File: config.mk
export PLATFORM = sky130hd
export DESIGN_NAME = mem_arbiter
export DESIGN_NICKNAME = d
export VERILOG_FILES = /design/src/rtl/mem_arb_pkg.sv /design/src/rtl/mem_arb_pick.sv /design/src/rtl/mem_arbiter.sv
export SDC_FILE = /design/constraint.sdc
export NUM_CORES = 2
export LEC_CHECK = 0
export ABC_AREA = 1
export CORE_AREA = 2 2 633 635
export CTS_BUF_LIST = sky130_fd_sc_hd__clkbuf_8
export DETAILED_ROUTE_END_ITERATION = 8
export DIE_AREA = 0 0 635 637
export GPL_TIMING_DRIVEN = 0
export PLACE_DENSITY = 0.3
export SKIP_LAST_GASP = 1
export SLEW_MARGIN = 25
export SYNTH_ARGS = -nofsm -noshare
export SYNTH_HDL_FRONTEND = slang
export SYNTH_SLANG_ARGS = --single-unit
File: constraint.sdc
create_clock -name clk_i -period 1.3 [get_ports clk_i]
set_input_delay 0.26 -clock clk_i [delete_from_list [all_inputs] [get_ports clk_i]]
set_output_delay 0.26 -clock clk_i [all_outputs]
set_load 0.03 [all_outputs]
File: src/rtl/mem_arb_pkg.sv
// Shared types and constants for the two-port cache/memory arbiter.
// Optional macro MEM_ARB_RR_EN selects round-robin arbitration in mem_arb_pick.
package mem_arb_pkg;

  localparam int unsigned ADDR_W_DEF = 32;
  localparam int unsigned DATA_W_DEF = 256;

  localparam logic PORT0 = 1'b0;
  localparam logic PORT1 = 1'b1;

  typedef enum logic [2:0] {
    IDLE   = 3'h0,
    GRANT0 = 3'h1,
    GRANT1 = 3'h2,
    RESP0  = 3'h3,
    RESP1  = 3'h4
  } arb_state_e;

endpackage

File: src/rtl/mem_arb_pick.sv
// Combinational winner select between the two requesters.
// MEM_ARB_RR_EN defined: round-robin on contention; undefined: port 1 always first.
module mem_arb_pick
  import mem_arb_pkg::*;
(
  input  logic [1:0] req_i,
  input  logic       last_grant_i,
  output logic       winner_o
);

`ifdef MEM_ARB_RR_EN
  always_comb begin
    if (req_i == 2'b11) winner_o = ~last_grant_i;
    else                winner_o = req_i[1] ? PORT1 : PORT0;
  end
`else
  logic unused_last_grant;
  assign unused_last_grant = last_grant_i;

  always_comb begin
    winner_o = req_i[1] ? PORT1 : PORT0;
  end
`endif

endmodule

File: src/rtl/mem_arbiter.sv
// Shares one cache-line memory port between I-cache (port 0) and D-cache (port 1).
// Grant held until mem_ack_i; arbitration mode chosen by MEM_ARB_RR_EN (see mem_arb_pick).
module mem_arbiter
  import mem_arb_pkg::*;
#(
  parameter int unsigned ADDR_W = ADDR_W_DEF,
  parameter int unsigned DATA_W = DATA_W_DEF
) (
  input  logic              clk_i,
  input  logic              rst_i,
  input  logic              m0_enable_i,
  input  logic              m0_write_i,
  input  logic [ADDR_W-1:0] m0_addr_i,
  input  logic [DATA_W-1:0] m0_data_i,
  output logic [DATA_W-1:0] m0_data_o,
  output logic              m0_ack_o,
  input  logic              m1_enable_i,
  input  logic              m1_write_i,
  input  logic [ADDR_W-1:0] m1_addr_i,
  input  logic [DATA_W-1:0] m1_data_i,
  output logic [DATA_W-1:0] m1_data_o,
  output logic              m1_ack_o,
  input  logic [DATA_W-1:0] mem_data_i,
  input  logic              mem_ack_i,
  output logic              mem_enable_o,
  output logic              mem_write_o,
  output logic [ADDR_W-1:0] mem_addr_o,
  output logic [DATA_W-1:0] mem_data_o,
  output logic [1:0]        grant_o
);

  arb_state_e        state_q, state_d;
  logic              mem_enable_q, mem_enable_d;
  logic              mem_write_q, mem_write_d;
  logic [ADDR_W-1:0] mem_addr_q, mem_addr_d;
  logic [DATA_W-1:0] mem_data_q, mem_data_d;
  logic [DATA_W-1:0] m0_data_q, m0_data_d;
  logic [DATA_W-1:0] m1_data_q, m1_data_d;
  logic              m0_ack_q, m0_ack_d;
  logic              m1_ack_q, m1_ack_d;
  logic              last_grant_q, last_grant_d;
  logic              winner;

  mem_arb_pick u_pick (
    .req_i        ({m1_enable_i, m0_enable_i}),
    .last_grant_i (last_grant_q),
    .winner_o     (winner)
  );

  always_ff @(posedge clk_i) begin
    if (rst_i) begin
      state_q      <= IDLE;
      mem_enable_q <= 1'b0;
      mem_write_q  <= 1'b0;
      mem_addr_q   <= '0;
      mem_data_q   <= '0;
      m0_data_q    <= '0;
      m1_data_q    <= '0;
      m0_ack_q     <= 1'b0;
      m1_ack_q     <= 1'b0;
      last_grant_q <= PORT0;
    end else begin
      state_q      <= state_d;
      mem_enable_q <= mem_enable_d;
      mem_write_q  <= mem_write_d;
      mem_addr_q   <= mem_addr_d;
      mem_data_q   <= mem_data_d;
      m0_data_q    <= m0_data_d;
      m1_data_q    <= m1_data_d;
      m0_ack_q     <= m0_ack_d;
      m1_ack_q     <= m1_ack_d;
      last_grant_q <= last_grant_d;
    end
  end

  // Acks default low so they can only be high for the single RESPx cycle.
  always_comb begin
    state_d      = state_q;
    mem_enable_d = mem_enable_q;
    mem_write_d  = mem_write_q;
    mem_addr_d   = mem_addr_q;
    mem_data_d   = mem_data_q;
    m0_data_d    = m0_data_q;
    m1_data_d    = m1_data_q;
    m0_ack_d     = 1'b0;
    m1_ack_d     = 1'b0;
    last_grant_d = last_grant_q;
    case (state_q)
      IDLE: begin
        if (m0_enable_i || m1_enable_i) begin
          mem_enable_d = 1'b1;
          if (winner == PORT1) begin
            mem_write_d = m1_write_i;
            mem_addr_d  = m1_addr_i;
            mem_data_d  = m1_data_i;
            state_d     = GRANT1;
          end else begin
            mem_write_d = m0_write_i;
            mem_addr_d  = m0_addr_i;
            mem_data_d  = m0_data_i;
            state_d     = GRANT0;
          end
        end
      end
      GRANT0: begin
        if (mem_ack_i) begin
          mem_enable_d = 1'b0;
          if (!mem_write_q) m0_data_d = mem_data_i;
          m0_ack_d = 1'b1;
          state_d  = RESP0;
        end
      end
      GRANT1: begin
        if (mem_ack_i) begin
          mem_enable_d = 1'b0;
          if (!mem_write_q) m1_data_d = mem_data_i;
          m1_ack_d = 1'b1;
          state_d  = RESP1;
        end
      end
      RESP0: begin
        last_grant_d = PORT0;
        state_d      = IDLE;
      end
      RESP1: begin
        last_grant_d = PORT1;
        state_d      = IDLE;
      end
      default: state_d = IDLE;
    endcase
  end

  always_comb begin
    case (state_q)
      GRANT0, RESP0: grant_o = 2'b01;
      GRANT1, RESP1: grant_o = 2'b10;
      default:       grant_o = 2'b00;
    endcase
  end

  assign mem_enable_o = mem_enable_q;
  assign mem_write_o  = mem_write_q;
  assign mem_addr_o   = mem_addr_q;
  assign mem_data_o   = mem_data_q;
  assign m0_data_o    = m0_data_q;
  assign m1_data_o    = m1_data_q;
  assign m0_ack_o     = m0_ack_q;
  assign m1_ack_o     = m1_ack_q;

endmodule
==> qor.txt <==
Status: finished, violations left
Violated checks: setup timing
Clk_skew: 0.0879 ns
Clk buf depth: 4
Slowest library cell on the worst path: clkbuf_1
Max cap viols: 0
Cell area after synthesis: 31600 um2
Post-synthesis sequential area ratio: 51.2%
Startpoint types: input port
Required time of the critical path: 2.18 ns
Psw: 46700 uW
First-pass GRT wire length: 426000 um
Yosys cell types: 22
Worst Tran Pin Value: 0.985 ns
Period utilization: 165%
CTS Sinks: 807
Die Y: 637 um
Max Slew Vio Count: 0
RePlAce Congestion: 0.917
Hold Crit Depth: 3
Final WL: 334000 um
Die area: 404000 um2
Leak: 0.0269 uW
Critical Path End Type: flop
Power Internal: 63100 uW
Clk_lat worst skew: 0.96 ns
WP depth: 8
CTS Root Cell: clkbuf_8
Wire length per cell: 26.9 um
IO Pins: 1645
Endpoints failing setup: 1610
Combinational Power Share: 41.0%
Mapped Cells: 4476
Most common cell after layout, fill and taps aside: nand2_1
Design Area, Final: 67000 um2
Vias: 40.5k
Area grow syn2layout: 112%
Vias in the first global route: 42.2k
Layout cell share with drive strength beyond 1: 17.7%
R2R depth: 6
CP peak stage delay: 0.76 ns
Dpl ws: -2.20 ns
Avg Inst Size Synth: 7.05 um2
Slew Limit Headroom: 34.3%
Die Width: 635 um
Port buffer count: 1643
Num CTS Buffers: 180
Antenna Violating Nets Remaining: 0
Htree depth: 4
RSZ-0062 raised after global routing: yes
Final setup TNS: -911.47 ns
M2 GR Usage: 30.3%
CP cell instances: clkdlybuf4s50_1 -> inv_2 -> clkbuf_1 -> clkbuf_1 -> nand2_1 -> nand2_1 -> nor2_1 -> nor2_1
Clock share of power: 28.2%
VDD IR max: 0.809 mV
Pin count of the biggest net entering global routing: 16
GRT Resource Usage Total: 15.9%
Reg-to-reg slack, setup: -0.79 ns
DR pass1 iterations: 7
Worst Hold Class: in2reg
Worst setup margin: -0.842 ns
WHS: 0.134 ns
GRT busiest layer: met2
Cell Pwr Density: 1640 nW/um2
Vias per cell: 3.27
Reg2reg start: mem_write_o
Yosys warns: 0
TritonCTS clock tree: done
Area of the core: 398000 um2
Fin crit period: 2.14 ns
First DRT Iteration DRCs: 2497
Met1 GRT Util: 16.7%
Sequential fraction of design power: 30.8%
Instance area at placement: 55000 um2
Final hold vios: 0
Worst-path clk slew: 0.06 ns
Pwr Total: 110000 uW
Critical path's top delay family: buffers and inverters
Switching part of the total power: 42.6%
Remaining Overflow, GRT: 0
Synthesized flop and latch total: 807
Grt met3 use: 4.51%
Row count: 232
R2r endpoint: m1_data_o[29]
F_max: 467 MHz
Arrival time worst endpoint: 3.02 ns
Initial Utilization: 7.93%
Buf+Inv Stages, Crit Path: 4
Initial antenna violation count: 115
Critical Setup Path Class: in2reg
# DRC: 0
Critical Path Start: m1_enable_i
Critical Path End: mem_data_o[195]
Critical path fanouts, max: 10
Most frequent cells in the layout: nand2_1 (1130), nor2_1 (1086), clkdlybuf4s50_1 (837)
Final nets: 7751
HPWL Detailed: 292000 um
Mapped Nets: 5315
## through the flow
step | util, % | instances
4_1_cts | 16.8 | 12310
3_5_place_dp | 13.8 | 11396
6_report | 16.8 | 12379
2_1_floorplan | - | 4476
5_1_grt | 16.8 | 12355
3_3_place_gp | 13.8 | 11384
## cell usage after synthesis
cell type / instances / area [um2]
nor2_2: 1 / 6.26
nor3_1: 3 / 15.0
inv_2: 6 / 22.5
clkbuf_1: 189 / 709
nand3_2: 1 / 10.0
buf_6: 11 / 124
buf_2: 148 / 741
clkinv_1: 1 / 3.75
nor2_1: 1094 / 4110
o21ai_1: 131 / 656
nand2_1: 1134 / 4260
inv_1: 5 / 18.8
nand3_1: 260 / 1300
dfxtp_1: 807 / 16200
buf_8: 1 / 15.0
buf_4: 1 / 7.51
nand4_1: 1 / 6.26
buf_1: 6 / 22.5
a21oi_2: 1 / 8.76
o21ai_0: 417 / 2090
a21oi_1: 257 / 1290
nor2_4: 1 / 11.3
## cell type report
| class | count | area (um2) |
|---|---|---|
| Clock inverter | 80 | 568 |
| Timing Repair Buffer | 2254 | 23900 |
| Buffer | 356 | 1900 |
| Clock buffer | 236 | 3250 |
| Antenna cell | 68 | 170 |
| Sequential cell | 807 | 16700 |
| Inverter | 12 | 51.3 |
| Tap cell | 5265 | 6590 |
| Multi-Input combinational cell | 3301 | 13900 |
| Fill cell | 45304 | 331000 |
## registers in the layout (all words and copies together) (netlist names)
register      count
m0_data_o       256
m1_data_o       256
mem_data_o      256
mem_addr_o       32
state_q           3
m0_ack_o          1
m1_ack_o          1
mem_enable_o      1
mem_write_o       1
## how the worst min path moves through the flow
stage | from | to | slack (ns)
global placement | m0_data_o[150] | m0_data_o[150] | 0.45
CTS | m1_data_i[46] | mem_data_o[46] | 0.001
global route | m1_write_i | mem_write_o | 0.03
floorplan | mem_data_i[215] | m1_data_o[215] | 0.41
detailed placement | m0_data_o[34] | m0_data_o[34] | 0.45
finish | rst_i | m0_data_o[39] | 0.13
## power groups by stage
stage                     sequential (uW)  clock, uW  combinational, uW
after detailed placement            33100          0              43300
after global routing                34300      33500              48000
after CTS                           33900      32600              46400
final                               33800      31000              45000
after global placement              33100          0              43400
after floorplan                     40200          0              10900
## metal layers
layer	wire (um)	share of wire (%)
met5	220	0.066
met1	123000	37
met3	22700	6.8
met2	177000	53
met4	11100	3.3
## what timing repair did
item | in CTS | in global routing
pin swaps | 2 | 1
gates cloned | 0 | 0
hold buffers | 585 | 0
setup buffers | 13 | 1
endpoints found under the hold margin | 695 | 0
endpoints found under the setup margin | 1610 | 1610
gates resized for setup | 3668 | 90
## worst min-delay path: cells and delay by family
| kind | cells | cell delay, ns |
|---|---|---|
| AOI/OAI and AO/OA | 1 | 0.16 |
| buffers and inverters | 2 | 0.64 |
## cells by family after synthesis
| kind of cell | after synthesis | synth area share [%] |
|---|---|---|
| DFF | 807 | 51.2 |
| and+or+nand+nor | 2495 | 30.8 |
| AOI/OAI and AO/OA | 806 | 12.8 |
| buffers and inverters | 368 | 5.27 |
(Power assumes the default switching activity.)
